`src/rtl/shift_frame_rx.sv`:
```
// rtl/shift_frame_rx.sv - recovers start/data/parity/stop framed words from the shift stage serial output
module shift_frame_rx #(
   parameter int DATA_W = 8,
   parameter int PARITY = 0
) (
   input  logic              clk,
   input  logic              clr,
   input  logic              sin,
   input  logic              sh_en,
   output logic [DATA_W-1:0] dout,
   output logic              dout_valid,
   input  logic              dout_ready,
   output logic              par_err,
   output logic              frm_err,
   output logic              overrun,
   input  logic              ovr_clr,
   output logic              busy
);

   localparam logic [1:0] ST_IDLE = 2'd0;
   localparam logic [1:0] ST_DATA = 2'd1;
   localparam logic [1:0] ST_PAR  = 2'd2;
   localparam logic [1:0] ST_STOP = 2'd3;

   localparam int CNT_W = (DATA_W > 1) ? $clog2(DATA_W) : 1;
   localparam logic [CNT_W-1:0] CNT_LAST = CNT_W'(DATA_W - 1);
   localparam logic HAS_PAR = (PARITY != 0);
   localparam logic ODD_PAR = (PARITY == 2);

   logic [1:0]        state_q, state_d;
   logic [CNT_W-1:0]  cnt_q, cnt_d;
   logic [DATA_W-1:0] sr_q, sr_d;
   logic              rx_par_q, rx_par_d;
   logic [DATA_W-1:0] dout_q, dout_d;
   logic              dout_valid_q, dout_valid_d;
   logic              par_err_q, par_err_d;
   logic              frm_err_q, frm_err_d;
   logic              overrun_q, overrun_d;

   logic stop_hit, good_stop, drain, load, par_calc, par_bad;

   // Frame sequencer: only moves on shift strobes; data assembles LSB-first from the top
   always_comb begin
      state_d  = state_q;
      cnt_d    = cnt_q;
      sr_d     = sr_q;
      rx_par_d = rx_par_q;
      if (sh_en) begin
         case (state_q)
            ST_IDLE: begin
               if (!sin) begin
                  state_d = ST_DATA;
                  cnt_d   = '0;
               end
            end
            ST_DATA: begin
               sr_d  = {sin, sr_q[DATA_W-1:1]};
               cnt_d = cnt_q + 1'b1;
               if (cnt_q == CNT_LAST) begin
                  state_d = HAS_PAR ? ST_PAR : ST_STOP;
               end
            end
            ST_PAR: begin
               rx_par_d = sin;
               state_d  = ST_STOP;
            end
            default: begin
               // A low stop bit is not reused as a start bit; always return to idle.
               state_d = ST_IDLE;
            end
         endcase
      end
   end

   // Output buffer, error flags and overrun tracking around the stop-bit sample
   always_comb begin
      stop_hit  = sh_en && (state_q == ST_STOP);
      good_stop = stop_hit && sin;
      drain     = dout_valid_q && dout_ready;
      load      = good_stop && (!dout_valid_q || drain);
      par_calc  = (^sr_q) ^ ODD_PAR;
      par_bad   = HAS_PAR && (rx_par_q != par_calc);

      dout_d       = dout_q;
      par_err_d    = par_err_q;
      dout_valid_d = dout_valid_q;
      if (load) begin
         dout_d       = sr_q;
         par_err_d    = par_bad;
         dout_valid_d = 1'b1;
      end else if (drain) begin
         dout_valid_d = 1'b0;
      end

      frm_err_d = stop_hit && !sin;

      // A dropped word outranks a same-edge clear so the loss is never hidden.
      overrun_d = overrun_q;
      if (good_stop && !load) begin
         overrun_d = 1'b1;
      end else if (ovr_clr) begin
         overrun_d = 1'b0;
      end
   end

   // State registers with asynchronous clear
   always_ff @(posedge clk or posedge clr) begin
      if (clr) begin
         state_q      <= ST_IDLE;
         cnt_q        <= '0;
         sr_q         <= '0;
         rx_par_q     <= 1'b0;
         dout_q       <= '0;
         dout_valid_q <= 1'b0;
         par_err_q    <= 1'b0;
         frm_err_q    <= 1'b0;
         overrun_q    <= 1'b0;
      end else begin
         state_q      <= state_d;
         cnt_q        <= cnt_d;
         sr_q         <= sr_d;
         rx_par_q     <= rx_par_d;
         dout_q       <= dout_d;
         dout_valid_q <= dout_valid_d;
         par_err_q    <= par_err_d;
         frm_err_q    <= frm_err_d;
         overrun_q    <= overrun_d;
      end
   end

   assign dout       = dout_q;
   assign dout_valid = dout_valid_q;
   assign par_err    = par_err_q;
   assign frm_err    = frm_err_q;
   assign overrun    = overrun_q;
   assign busy       = (state_q != ST_IDLE);

endmodule

```
`config.mk`:
```
export PLATFORM = sky130hd
export DESIGN_NAME = shift_frame_rx
export DESIGN_NICKNAME = d
export VERILOG_FILES = /design/src/rtl/shift_frame_rx.sv
export SDC_FILE = /design/constraint.sdc
export NUM_CORES = 1
export LEC_CHECK = 0
export BUFFER_PORTS_ARGS = -buffer_cell sky130_fd_sc_hd__buf_2
export CORE_MARGIN = 2
export CORE_UTILIZATION = 53
export DETAILED_ROUTE_END_ITERATION = 6
export PLACE_DENSITY = 0.76
export SLEW_MARGIN = 20
export SYNTH_ARGS = -nofsm -noshare
export SYNTH_HDL_FRONTEND = slang
export SYNTH_SLANG_ARGS = --single-unit
```
`constraint.sdc`:
```
create_clock -name clk -period 1.9 [get_ports clk]
set_input_delay 0.19 -clock clk [delete_from_list [all_inputs] [get_ports clk]]
set_output_delay 0.19 -clock clk [all_outputs]
set_load 0.01 [all_outputs]
```
**Yosys cells after proc, flatten, opt, wreduce, memory -nomap -nowiden**

Cells that the tools add are included.

- $mul: 0
- Equality and inequality tests: 6
- Shift operators: 0
- Div/mod/pow operators: 0
- Bitwise logic cells: 0
- Add/subtract/negate cells: 1
- Mux-type cells: 9
- Magnitude comparators: 0
- Reductions and logical operators: 18

Operators with widths:

| operator | number |
|---|---|
| $reduce_bool 2->1 | 4 |
| $logic_and 1x1->1 | 6 |
| $pmux 2 s3 | 1 |
| $pmux 3 s2 | 1 |
| $reduce_and 3->1 | 2 |
| $eq 2x2->1 const B | 2 |
| $mux 1 | 4 |
| $mux 2 | 2 |
| $ne 2x2->1 const B | 2 |
| $add 3x1->3 const B | 1 |
| $eq 3x3->1 const B | 1 |
| $logic_not 1->1 | 3 |
| $mux 3 | 1 |
| $eq 2x1->1 const B | 1 |
| $logic_not 2->1 | 1 |
| $reduce_and 2->1 | 1 |
| $logic_or 1x1->1 | 1 |

- Input bits: 6
- Bits in latches: 0
- Memory bits (writable): 0
- Output and inout port bits: 13
- Logic and storage cells: 41
- Register bits: 24
- Memories kept: 0
- ROM bits: 0

**Depth between registers and ports, before layout**

- Depth after elaboration: 7
- Depth in mapped cells: 5
- Mapped depth without buffers: 5

**Worst setup path before layout**

No wires, ideal clock.

- Path type: register to register
- Start: reg state_q[0]
- End: reg state_q[1]
- Clock period less this slack: 1.370 ns
- Data required time: 1.775 ns
- Arrival time: 1.244 ns
- Stages on the path, launching flop included: 6
- Path slack: 0.530 ns
- Setup time: 0.125 ns
- Buffers on the path: 0
- Cells stage by stage: dfrtp_1 inv_1 ha_1 a21boi_2 o21ai_2 mux2_4

- Longest elaborated chain between the ends: 3
- Elaborated cells between the ends (all ways): 7
- Classes of those cells: eq/ne (4); mux (1); reduce/logical (2)

Ends and longest elaborated chain:

| element | line | text |
|---|---|---|
| start, declared | 30 | `logic [1:0] state_q, state_d;` |
| start signal, assigned | 119 | `state_q <= state_d;` |
| $eq 2x1->1 / $logic_not 2->1 (equally long branches) | 49 | `case (state_q)` |
| $ne 2x2->1 (no line) | -- |  |
| $reduce_and 3->1 (no line) | -- |  |

Several ways; a longest one is shown, not always the timed one.
A chain may end at the register's enable or synchronous reset.

**Worst setup path after layout**

- Start: reg state_q[1]
- End: reg sr_q[6]

- Longest elaborated chain between the ends: 2

Ends and longest elaborated chain:

| element | line | text |
|---|---|---|
| $eq 2x1->1 | 49 |  |
| $reduce_and 2->1 (no line) | -- |  |
| end signal, assigned | 121 | `sr_q <= sr_d;` |
| end, declared | 32 | `logic [DATA_W-1:0] sr_q, sr_d;` |

Every way passes these cells.

==> flow_summary.ini <==
[setup_path]
cp_data_required_time_ns = 2.12
arrival_ns = 1.75
crit_chain = inv_1, ha_1, nand2_1, mux2_2
r2r_end = sr_q[6]
crit_family = flip-flops
worst-setup-path-type = flop to flop
worst_r2r_startpoint = state_q[1]
critPathMaxStageDelay_ns = 0.42
r2r_setup_slack_ns = 0.36
crit_buf_inv = 1
worst_setup_path_start_kind = flop
path_max_fanout = 9
cp-end-kind = flop
worstRegToRegCells = 4
slowest_stage = dfrtp_1

[floorplan]
die_x_um = 49.1
die_h_um = 49.1
dieArea_sq_um = 2410
ios = 19
std_cell_rows = 16
initial_core_util_pct = 55.6
core_sq_um = 1940

[placed_design]
globalplace.congestion = 0.766
port_buffers = 17
place_hpwl_um = 1200
place_inst = 120

[synthesis]
avgSynthCellArea_sq_um = 14.2
synthTopCellsByArea = dfrtp_1, mux2_4, mux2_2, ha_1, inv_1
synthSimpleGateAreaFrac_pct = 4.63
netlist_area_sq_um = 1080
synth_adder_area_share_pct = 6.95
synth_top_family_by_area = multiplexers
synth_fp_nets = 88
yosys.cell_types.count = 25
ys_warn_count = 0
synth_mux_area_share_pct = 21.8
yosys.area.top_type = dfrtp_1
ys_seq_area_share_pct = 55.6
ys_ff_latch = 24
ys_top_cells_by_count = dfrtp_1, mux2_4, mux2_2, inv_1, ha_1
synth.most_common_cell = dfrtp_1
yosysTopAreaCellShare_pct = 55.6
netlist_instances = 76
ys_async_sr_fraction_pct = 100
synth-edff-count = 0
synthFlopType = dfrtp_1
synth_compound_area_share_pct = 6.49
synth_xor_area_share_pct = 0

[layout]
num-fill-cells = 146
area_growth_pct = 16.5
final_util_pct = 64.8
diodes = 0
nNetsFinal = 111
multiInputGateArea_sq_um = 434
drive_gt1_share_pct = 43.9
seqCellArea_sq_um = 601
final_cells = 125

[clocking]
cts-root-buf = clkbuf_4
cts_num_sinks = 24
clk_pin_slew_worst_paths_ns = 0.13
clockBufferDepth = 2
cts_htree_levels = 1
clock_latency_ns = 0.32
cts_tree = yes
numCtsBuffers = 3

[grt]
antenna_found_initial = 0
grt_usage_pct = 15.8
grtUsageMet1_pct = 21.6
met2_usage_pct = 23.9
grt_pass1_vias = 645
grtUsageMet3_pct = 2.76
grt_max_degree = 25
overflow = 0
grt_pass1_wl_um = 2840
top_usage_layer = met2

[power_and_ir_drop]
p_leak_nw = 0.643
power.density_nw_per_um2 = 1620
peakVddDrop_v = 0.000780

[drt]
wirelength_um = 1660
wl_per_cell_um = 13.3
first_pass_iters = 2
vias = 623
drtIter0Drc = 1
ant_nets = 0
drc = 0
via_per_inst = 4.98

[sta]
setup_viol = 0
rsz0062_at_grt = false
hold_viol_final = 0
fmax_ghz = 0.651
final.period_utilization_pct = 80.9
setup_tns_ns = 0
min_period_ns = 1.54
slew_viol_final = 0
skew_ns = 0.00397
hold_ws_ns = 0.0318

[min_path]
hold_start = ovr_clr
hold_path_depth = 2
min_path_type = input port to flop
min_to = overrun

[run_status]
outcome = completed

[run]
cap_violations = 0
-- how the worst max path moves through the flow --
stage	startpoint	to	slack, ns	cells after the start
5_1_grt	state_q[1]	cnt_q[0]	0.28	5
4_1_cts	state_q[0]	state_q[1]	0.37	5
3_5_place_dp	state_q[1]	sr_q[6]	0.38	4
3_3_place_gp	state_q[0]	state_q[1]	0.40	5
2_1_floorplan	state_q[0]	state_q[1]	0.53	5
6_report	state_q[1]	sr_q[6]	0.36	4
-- what timing repair did --
item | CTS | global route
buffers inserted | 0 | 0
gates resized for setup | 0 | 0
hold endpoints to repair | 24 | 0
hold buffers | 1 | 0
-- per-stage QoR --
| step | setup WS (ns) | power [mW] | area, sq um |
|---|---|---|---|
| 5_1_grt | 0.283 | 2.17 | 1260 |
| 3_3_place_gp | 0.403 | 1.64 | 1190 |
| 2_1_floorplan | 0.530 | 1.46 | 1080 |
| 3_5_place_dp | 0.383 | 1.68 | 1190 |
| 4_1_cts | 0.373 | 2.05 | 1260 |
| 6_report | 0.363 | 2.03 | 1260 |
-- layout by cell type, fill, tap and decap left out, drive strengths merged --
cell          n
clkbuf        3
nand4b        1
mux2i         1
a32o          1
o22ai         1
a21oi         1
nand2         3
a211oi        1
a21o          1
nor2          1
mux2         17
buf          19
inv           7
bufinv        1
dfrtp        24
nand2b        1
nand3         1
a21boi        1
o221ai        1
o21ai         2
dlygate4sd3   1
nor2b         1
conb          1
and3          1
ha            6
-- layout make-up --
| class | count | share of cell area (%) |
|---|---|---|
| multi-input cells | 43 | 34.5 |
| repair buffers | 20 | 8.76 |
| flip-flops and latches | 24 | 47.8 |
| clock inverters | 1 | 2.39 |
| clock buffers | 3 | 1.79 |
| well taps | 27 | 2.69 |
| inverters | 7 | 2.09 |
-- report_power, final --
| part | internal [mW] | switching [mW] | leakage [nW] | total [mW] |
|---|---|---|---|---|
| combinational | 0.441 | 0.326 | 0.321 | 0.767 |
| clock | 0.213 | 0.156 | 0.0279 | 0.369 |
| sequential | 0.742 | 0.154 | 0.294 | 0.897 |
-- per-layer routing --
metal / wire [um] / share of wire, %
met4: 30 / 1.8
met3: 69 / 4.2
met2: 710 / 43
met5: 0 / 0
met1: 850 / 51
-- state kept, by name (all words and copies together) (netlist names) --
name,count
cnt_q,3
state_q,2
overrun,1
dout,8
frm_err,1
sr_q,8
dout_valid,1
-- cells by family after synthesis --
kind of cell / after synthesis
mux: 18
compound gates: 9
buf+inv: 9
simple gates: 9
flops: 24
fa+ha+maj: 6
other cells: 1
Power figures use the tool's default switching activity.
